===== src/rtl/collision_pkg.sv =====
// Shared types and constants for the collision mixer slice.
//   rgb12_t : packed {r,g,b} colour, 4 bits per channel
//   state_t : collision-report FSM states
package collision_pkg;

   typedef struct packed {
      logic [3:0] r;
      logic [3:0] g;
      logic [3:0] b;
   } rgb12_t;

   typedef enum logic [1:0] {
      S_WAIT_SOF,
      S_ACCUM,
      S_REPORT
   } state_t;

   localparam int unsigned SCREEN_W_DEF = 640;
   localparam int unsigned SCREEN_H_DEF = 480;

endpackage


===== src/rtl/collision_mixer_if.sv =====
// Pixel/sprite bundle between the raster source and sprite units (master)
// and the collision mixer (slave).
//   pxl_x/pxl_y           : current pixel coordinate
//   ghost_*/player_*      : per-pixel Draw + RGB from each sprite unit
//   Red/Green/Blue        : mixed output colour
//   collision_*           : once-per-frame collision pulses back to the units
//   hit_count             : saturating count of frames with a ghost/player overlap
interface collision_mixer_if;
   logic [31:0] pxl_x;
   logic [31:0] pxl_y;
   logic        ghost_draw;
   logic [11:0] ghost_rgb;
   logic        player_draw;
   logic [11:0] player_rgb;
   logic [3:0]  Red;
   logic [3:0]  Green;
   logic [3:0]  Blue;
   logic        collision_ghost;
   logic        collision_player;
   logic [7:0]  hit_count;

   modport master (
      output pxl_x, pxl_y, ghost_draw, ghost_rgb, player_draw, player_rgb,
      input  Red, Green, Blue, collision_ghost, collision_player, hit_count
   );

   modport slave (
      input  pxl_x, pxl_y, ghost_draw, ghost_rgb, player_draw, player_rgb,
      output Red, Green, Blue, collision_ghost, collision_player, hit_count
   );
endinterface


===== src/rtl/collision_mixer_frame_sof_detect.sv =====
// Start-of-frame strobe: one cycle high when the raster arrives at (0,0).
//   clk, resetN   : clock, async active-low reset
//   pxl_x, pxl_y  : current pixel coordinate
//   sof           : combinational strobe, origin && !prev_origin
module frame_sof_detect (
   input  logic        clk,
   input  logic        resetN,
   input  logic [31:0] pxl_x,
   input  logic [31:0] pxl_y,
   output logic        sof
);

   logic origin;
   logic prev_origin;

   assign origin = (pxl_x == 32'd0) && (pxl_y == 32'd0);
   assign sof    = origin && !prev_origin;

   // Resets to 1 so coordinates parked at (0,0) across reset release do not
   // look like a fresh frame start.
   always_ff @(posedge clk or negedge resetN) begin
      if (!resetN) prev_origin <= 1'b1;
      else         prev_origin <= origin;
   end

endmodule


===== src/rtl/collision_mixer.sv =====
// Collision mixer: priority-merges player, ghost and border layers into the
// output pixel (1-cycle latency), accumulates per-frame overlaps and returns
// one registered collision pulse per frame to each sprite unit.
//   clk, resetN : clock (one pixel per cycle), async active-low reset
//   bus         : collision_mixer_if slave (pixel in, colour/collisions out)
//
// state      | meaning
// S_WAIT_SOF | after reset; partial frame discarded, latches held clear
// S_ACCUM    | collecting overlap events for the current frame
// S_REPORT   | one cycle; collision pulses visible, hit_count updated
module collision_mixer
   import collision_pkg::*;
#(
   parameter int unsigned SCREEN_W   = SCREEN_W_DEF,
   parameter int unsigned SCREEN_H   = SCREEN_H_DEF,
   parameter int unsigned BORDER_W   = 8,
   parameter logic [11:0] BORDER_RGB = 12'hFFF,
   parameter logic [11:0] BG_RGB     = 12'h000
) (
   input  logic        clk,
   input  logic        resetN,
   collision_mixer_if.slave bus
);

   localparam logic [31:0] SW = 32'(SCREEN_W);
   localparam logic [31:0] SH = 32'(SCREEN_H);
   localparam logic [31:0] BW = 32'(BORDER_W);

   logic   in_screen, border_draw, ghost_draw, player_draw;
   logic   gp, gb, sof, report;
   logic   lat_gp_q, lat_gb_q, lat_gp_d, lat_gb_d;
   logic   coll_ghost_q, coll_player_q;
   logic [7:0] hit_count_q;
   rgb12_t rgb_d, rgb_q;
   state_t state_q, state_d;

   assign in_screen   = (bus.pxl_x < SW) && (bus.pxl_y < SH);
   assign border_draw = in_screen && ((bus.pxl_x < BW) || (bus.pxl_x >= SW - BW) ||
                                      (bus.pxl_y < BW) || (bus.pxl_y >= SH - BW));
   assign ghost_draw  = bus.ghost_draw  && in_screen;
   assign player_draw = bus.player_draw && in_screen;
   assign gp          = ghost_draw && player_draw;
   assign gb          = ghost_draw && border_draw;

   frame_sof_detect u_sof (
      .clk    (clk),
      .resetN (resetN),
      .pxl_x  (bus.pxl_x),
      .pxl_y  (bus.pxl_y),
      .sof    (sof)
   );

   always_comb begin
      rgb_d = rgb12_t'(12'h000);
      if (in_screen) begin
         if (player_draw)      rgb_d = rgb12_t'(bus.player_rgb);
         else if (ghost_draw)  rgb_d = rgb12_t'(bus.ghost_rgb);
         else if (border_draw) rgb_d = rgb12_t'(BORDER_RGB);
         else                  rgb_d = rgb12_t'(BG_RGB);
      end
   end

   always_ff @(posedge clk or negedge resetN) begin
      if (!resetN) state_q <= S_WAIT_SOF;
      else         state_q <= state_d;
   end

   // The report decision is taken on the SOF cycle and registered, so the
   // pulses are high exactly while the FSM sits in S_REPORT. On every SOF the
   // latches restart from that pixel's own events: an overlap on the SOF
   // pixel belongs to the frame that is just beginning.
   always_comb begin
      state_d  = state_q;
      lat_gp_d = lat_gp_q;
      lat_gb_d = lat_gb_q;
      report   = 1'b0;
      case (state_q)
         S_WAIT_SOF: begin
            lat_gp_d = 1'b0;
            lat_gb_d = 1'b0;
            if (sof) begin
               state_d  = S_ACCUM;
               lat_gp_d = gp;
               lat_gb_d = gb;
            end
         end
         S_ACCUM: begin
            if (sof) begin
               state_d  = S_REPORT;
               report   = 1'b1;
               lat_gp_d = gp;
               lat_gb_d = gb;
            end else begin
               lat_gp_d = lat_gp_q | gp;
               lat_gb_d = lat_gb_q | gb;
            end
         end
         S_REPORT: begin
            state_d  = S_ACCUM;
            lat_gp_d = lat_gp_q | gp;
            lat_gb_d = lat_gb_q | gb;
         end
         default: begin
            state_d  = S_WAIT_SOF;
            lat_gp_d = 1'b0;
            lat_gb_d = 1'b0;
         end
      endcase
   end

   always_ff @(posedge clk or negedge resetN) begin
      if (!resetN) begin
         rgb_q         <= rgb12_t'(12'h000);
         lat_gp_q      <= 1'b0;
         lat_gb_q      <= 1'b0;
         coll_ghost_q  <= 1'b0;
         coll_player_q <= 1'b0;
         hit_count_q   <= 8'd0;
      end else begin
         rgb_q         <= rgb_d;
         lat_gp_q      <= lat_gp_d;
         lat_gb_q      <= lat_gb_d;
         coll_ghost_q  <= report && (lat_gp_q || lat_gb_q);
         coll_player_q <= report && lat_gp_q;
         if (report && lat_gp_q && (hit_count_q != 8'hFF))
            hit_count_q <= hit_count_q + 8'd1;
      end
   end

   assign bus.Red              = rgb_q.r;
   assign bus.Green            = rgb_q.g;
   assign bus.Blue             = rgb_q.b;
   assign bus.collision_ghost  = coll_ghost_q;
   assign bus.collision_player = coll_player_q;
   assign bus.hit_count        = hit_count_q;

endmodule


===== src/flat_wrapper.sv =====
// flat-port wrapper written by rule: the top's interface ports become plain ports
module collision_mixer_flat import collision_pkg::*;
#(
   parameter int unsigned SCREEN_W   = SCREEN_W_DEF,
   parameter int unsigned SCREEN_H   = SCREEN_H_DEF,
   parameter int unsigned BORDER_W   = 8,
   parameter logic [11:0] BORDER_RGB = 12'hFFF,
   parameter logic [11:0] BG_RGB     = 12'h000
)
  (clk, resetN, bus_pxl_x, bus_pxl_y, bus_ghost_draw, bus_ghost_rgb, bus_player_draw, bus_player_rgb, bus_Red, bus_Green, bus_Blue, bus_collision_ghost, bus_collision_player, bus_hit_count);
  collision_mixer_if bus_i ();
  input  logic clk;
  input  logic resetN;
  input wire logic [$bits(bus_i.pxl_x)-1:0] bus_pxl_x;
  input wire logic [$bits(bus_i.pxl_y)-1:0] bus_pxl_y;
  input wire logic [$bits(bus_i.ghost_draw)-1:0] bus_ghost_draw;
  input wire logic [$bits(bus_i.ghost_rgb)-1:0] bus_ghost_rgb;
  input wire logic [$bits(bus_i.player_draw)-1:0] bus_player_draw;
  input wire logic [$bits(bus_i.player_rgb)-1:0] bus_player_rgb;
  output wire logic [$bits(bus_i.Red)-1:0] bus_Red;
  output wire logic [$bits(bus_i.Green)-1:0] bus_Green;
  output wire logic [$bits(bus_i.Blue)-1:0] bus_Blue;
  output wire logic [$bits(bus_i.collision_ghost)-1:0] bus_collision_ghost;
  output wire logic [$bits(bus_i.collision_player)-1:0] bus_collision_player;
  output wire logic [$bits(bus_i.hit_count)-1:0] bus_hit_count;
  assign bus_i.pxl_x = bus_pxl_x;
  assign bus_i.pxl_y = bus_pxl_y;
  assign bus_i.ghost_draw = bus_ghost_draw;
  assign bus_i.ghost_rgb = bus_ghost_rgb;
  assign bus_i.player_draw = bus_player_draw;
  assign bus_i.player_rgb = bus_player_rgb;
  assign bus_Red = bus_i.Red;
  assign bus_Green = bus_i.Green;
  assign bus_Blue = bus_i.Blue;
  assign bus_collision_ghost = bus_i.collision_ghost;
  assign bus_collision_player = bus_i.collision_player;
  assign bus_hit_count = bus_i.hit_count;
  collision_mixer #(.SCREEN_W(SCREEN_W), .SCREEN_H(SCREEN_H), .BORDER_W(BORDER_W), .BORDER_RGB(BORDER_RGB), .BG_RGB(BG_RGB)) u_core (.clk(clk), .resetN(resetN), .bus(bus_i));
endmodule

===== config.mk =====
export PLATFORM = sky130hd
export DESIGN_NAME = collision_mixer_flat
export DESIGN_NICKNAME = d
export VERILOG_FILES = /design/src/rtl/collision_pkg.sv /design/src/rtl/collision_mixer_if.sv /design/src/rtl/collision_mixer_frame_sof_detect.sv /design/src/rtl/collision_mixer.sv /design/src/flat_wrapper.sv
export SDC_FILE = /design/constraint.sdc
export NUM_CORES = 1
export LEC_CHECK = 0
export ABC_AREA = 1
export CAP_MARGIN = 0
export CORE_ASPECT_RATIO = 0.8
export CORE_MARGIN = 1
export CORE_UTILIZATION = 39
export DETAILED_ROUTE_END_ITERATION = 8
export PLACE_DENSITY = 0.81
export SLEW_MARGIN = 5
export SYNTH_ARGS = -nofsm -noshare
export SYNTH_HDL_FRONTEND = slang
export SYNTH_SLANG_ARGS = --single-unit

===== constraint.sdc =====
create_clock -name clk -period 4.5 [get_ports clk]
set_input_delay 0.9 -clock clk [delete_from_list [all_inputs] [get_ports clk]]
set_output_delay 0.9 -clock clk [all_outputs]
set_load 0.05 [all_outputs]

## Word level (Yosys, flattened, before mapping)

Index checks and enable logic that the tools add are counted.

| word-level totals | value |
|---|---|
| flip-flop bits (word level) | 27 |
| input bits | 92 |
| output and inout port bits | 22 |

| cells by class | value |
|---|---|
| add/subtract/negate cells | 1 |
| order comparisons | 6 |
| eq/ne operators | 5 |
| muxes and demuxes | 15 |
| bitwise gates (word level) | 2 |
| reduce and logical (&&, ||, !) cells | 20 |

Operators with widths:

| cell | count |
|---|---|
| $logic_not 32->1 | 2 |
| $lt 32x4->1 const B | 2 |
| $mux 12 | 4 |
| $ge 32x10->1 const B | 1 |
| $ge 32x9->1 const B | 1 |
| $lt 32x10->1 const B | 1 |
| $lt 32x9->1 const B | 1 |
| $logic_and 1x1->1 | 11 |
| $add 8x1->8 const B | 1 |
| $ne 8x8->1 const B | 1 |
| $mux 1 | 6 |
| $pmux 1 s3 | 2 |
| $pmux 2 s3 | 1 |
| $logic_or 1x1->1 | 4 |
| $mux 2 | 2 |
| $ne 2x1->1 const B | 2 |
| $eq 2x1->1 const B | 1 |
| $eq 2x2->1 const B | 1 |
| $logic_not 2->1 | 1 |
| $or 1x1->1 | 2 |
| $reduce_and 2->1 | 1 |
| $logic_not 1->1 | 1 |

## Longest topological paths before layout

| depth | value |
|---|---|
| depth in word-level cells | 9 |
| mapped depth | 12 |

## Cells and area by module

From an unflattened synthesis, not the netlist that was laid out.

| second synthesis, totals | value |
|---|---|
| cell total of the unflattened synthesis | 306 |
| area total of the unflattened synthesis | 2000.7 µm² |

By module, submodules not included:

| module | times used | cells an instance | area each (µm²) | seq. area each (µm²) |
|---|---|---|---|---|
| collision_mixer | 1 | 240 | 1727.9 | 650.6 |
| frame_sof_detect | 1 | 66 | 272.8 | 26.3 |

## Worst setup path before layout

No wires, ideal clock.

| timing path | value |
|---|---|
| kind | input port to flip-flop |
| from | input bus_pxl_y[10] |
| to | register u_core.rgb_q (netlist bit u_core.bus.Blue[0]) |
| arrival | 1.869 ns |
| required time | 4.426 ns |
| setup slack | 2.557 ns |
| stages on the path | 10 |
| cell sequence | nor2_1 > nand2_1 > nor2_1 > o21ai_0 > nor2_1 > nand2_2 > nor2_2 > buf_2 > nand2_1 > o21ai_2 |

RTL lines:

| what | line | RTL |
|---|---|---|
| start: declaration | flat_wrapper.sv:15 | `input wire logic [$bits(bus_i.pxl_y)-1:0] bus_pxl_y;` |
| end signal: assignment | collision_mixer.sv:113 | `rgb_q <= rgb12_t'(12'h000);` |
| end signal: assignment | collision_mixer.sv:120 | `rgb_q <= rgb_d;` |
| end: declaration | collision_mixer.sv:34 | `rgb12_t rgb_d, rgb_q;` |

## Final worst setup path

| timing path | value |
|---|---|
| from | register u_core.hit_count_q[2] (netlist: u_core.bus.hit_count[2]) |
| to | output bus_hit_count[2] |

RTL lines:

| what | line | RTL |
|---|---|---|
| start: declaration | collision_mixer.sv:33 | `logic [7:0] hit_count_q;` |
| start signal: assignment | collision_mixer.sv:126 | `hit_count_q <= hit_count_q + 8'd1;` |
| end: declaration | flat_wrapper.sv:25 | `output wire logic [$bits(bus_i.hit_count)-1:0] bus_hit_count;` |

No word-level cell between the ends.

==> reports/qor.yml <==
outcome: "completed"
r2r_end: "u_core.bus.hit_count[4]"
numCtsBuffers: 3
core_um2: 4280
fin_crit_ns: 2.49
drcViolationCount: 0
path_depth: 1
ant_nets: 0
hold_buffers: 0
slowest_delay_ns: 0.84
critPathRequiredTime_ns: 3.60
clockBufferDepth: 2
yosys.area.top_type: "dfrtp_1"
hold_depth: 2
cts_root_buffer: "clkbuf_8"
synth_cells: 259
grt_pass1_vias: 1953
syn_avg_cell_area_um2: 6.86
syn_nets: 352
timing.final.crit_share: 0.554
crit_path_start: "u_core.bus.hit_count[2]"
drt_pass1_iterations: 4
start_util: 0.415
cts_tree: "yes"
drv_slew: 0
setup_viol: 0
avgRoutedWirePerCell_um: 10.6
hold_path_class: "reg -> reg"
ys_seq_elements: 27
crit_buf_inv: 1
startpoint_type: "register"
antenna_found_initial: 0
clock_latency_ns: 0.28
reg2regPathDepth: 6
max_slew_margin: 0.497
path_cells: "clkdlybuf4s50_1"
clkSinkCount: 27
regArea_um2: 677
fp.dieW_um: 77.4
crit_family: "buffers and inverters"
drv_cap: 0
dieArea_um2: 4830
fmax_mhz: 401
vias_per_cell: 4.62
worstPathArrival_ns: 1.59
num_vias: 1977
tns_ns: 0
synthTopCellsByArea: "dfrtp_1 (37%), nand2_1 (16%), nor2_1 (14%)"
nets: 465
gp_congestion: 0.843
overflow: 0
grt_pass1_wl_um: 8070
rows: 21
cellLeakagePower_nw: 1.31
htreeDepth: 1
n_fill_cell: 369
critPathKind: "reg -> out"
hpwl_um: 3900
drive_gt1_frac: 0.0836
critPathCaptureType: "output port"
post_cts_resized: 0
cp_max_fo: 6
post_cts.repair.setup_buffers: 0
multi_input_area_um2: 961
dr_wl_met2_um: 2280
p_per_area_nw_per_um2: 166
routed_wl_um: 4550
r2r-start: "u_core.bus.hit_count[1]"
drtIter0Drc: 43
syn_area_um2: 1780
grt_util_all_layers: 0.206
clk_pin_slew_ns: 0.10
port_buffers: 113
fin_worst_skew_ns: 0.0120
seq_area_frac_synth: 0.381
routed.top_layer: "met4"
wl_met3_um: 346
hold_violations: 0
rsz0062_at_grt: "false"
synth_top_area_share: 0.366
syn_to_final_growth_pct: 68.3
ys_warn_count: 0
io_pins: 114
r2r_slack_ns: 2.90
worst-slew-pin-transition_ns: 0.752
die_h_um: 62.4
cp-endpoint: "bus_hit_count[2]"
diodes: 0
slowest_stage: "clkdlybuf4s50_1"
grt_max_degree: 19
post-route-util: 0.698
wl_met1_um: 1820
peakVddDrop_uv: 126
synth.distinct_cells: 25
-- through the flow --
stage | worst slack [ns] | power [W] | std cells | hold slack, ns | area [um2]
4_1_cts | 2.00 | 0.000501 | 428 | 0.538 | 2990
3_3_place_gp | 1.77 | 0.000355 | 424 | 0.516 | 2940
5_1_grt | 1.75 | 0.000520 | 428 | 0.566 | 2990
2_1_floorplan | 2.56 | 0.000266 | 259 | 0.482 | 1780
6_report | 2.01 | 0.000496 | 428 | 0.545 | 2990
3_5_place_dp | 1.69 | 0.000356 | 424 | 0.517 | 2940
-- sequential cells by signal, summed over array words and instances, names as in the netlist --
signal                       cells
u_core.bus.Green                 4
u_core.bus.hit_count             8
u_core.bus.Red                   4
u_core.u_sof.prev_origin         1
u_core.bus.collision_ghost       1
u_core.lat_gp_q                  1
u_core.state_q                   2
u_core.bus.collision_player      1
u_core.lat_gb_q                  1
u_core.bus.Blue                  4
-- Yosys cell counts --
master and number:
nand2_1 75, nor2_1 68, dfrtp_1 26, inv_1 22, nand4_1 12, o21ai_2 10
nand3_1 8, nor2_2 6, a21oi_1 4, o21ai_0 4, xor2_1 4, buf_6 3
buf_2 2, inv_2 2, nor2_4 2, xnor2_1 2, clkbuf_1 1, dfstp_2 1
ha_1 1, nand2_2 1, nand3_2 1, nand3_4 1, o21ai_1 1, or2_2 1
or4_4 1
-- final cells by class --
class | count | area share
repair buffers | 114 | 0.381
well taps | 57 | 0.0239
clock inverters | 1 | 0.00293
multi-input cells | 202 | 0.322
inverters | 24 | 0.0302
flip-flops and latches | 27 | 0.227
clock buffers | 3 | 0.0138
-- cells by family (layout without fill, tap and decap cells) --
logic type	after synthesis	count (layout)	share of synthesized area
and+or+nand+nor	176	176	0.430
buffers and inverters	30	142	0.0775
DFF	27	27	0.381
AOI/OAI and AO/OA	19	19	0.0747
xor gates and xnor gates	6	6	0.0296
adders and majority gates	1	1	0.00705
-- how the worst min path moves through the flow --
stage	to	from	slack, ns
4_1_cts	u_core.bus.hit_count[1]	u_core.bus.hit_count[1]	0.54
3_5_place_dp	u_core.bus.hit_count[1]	u_core.bus.hit_count[1]	0.52
6_report	u_core.bus.hit_count[1]	u_core.bus.hit_count[1]	0.54
2_1_floorplan	u_core.bus.collision_ghost	u_core.lat_gb_q	0.48
5_1_grt	u_core.bus.hit_count[4]	u_core.bus.hit_count[4]	0.57
3_3_place_gp	u_core.bus.hit_count[0]	u_core.bus.hit_count[0]	0.52
-- worst reg2reg max path, stage by stage, from the launching register on --
cell	delay (ns)
dfrtp_1	0.40
ha_1	0.23
nand3_1	0.12
or4_4	0.51
nand3_4	0.16
nand2_1	0.07
nand2_1	0.05
-- cells in the final DEF, fill, tap and decap left out, drive strengths merged --
master	Yosys	routed
clkbuf	1	3
clkdlybuf4s50	0	113
buf	5	1
or2	1	1
dfstp	1	1
nand4	12	12
ha	1	1
xnor2	2	2
o21ai	15	15
a21oi	4	4
nand3	10	10
inv	24	25
xor2	4	4
nand2	76	76
or4	1	1
dfrtp	26	26
nor2	76	76
-- metal layers --
layer	vias to the layer above	track usage
li1	1034	-
met1	867	0.222
met2	67	0.389
met3	9	0.0559
met4	0	0.0613
met5	-	0
-- where the power goes --
| part | switching, W | internal [W] |
|---|---|---|
| Clock | 0.0000799 | 0.0000651 |
| Combinational | 0.0000314 | 0.0000769 |
| Sequential | 0.00000000000000000123 | 0.000242 |
| Total | 0.000111 | 0.000385 |
No activity file was read; power rests on OpenSTA's default activity.
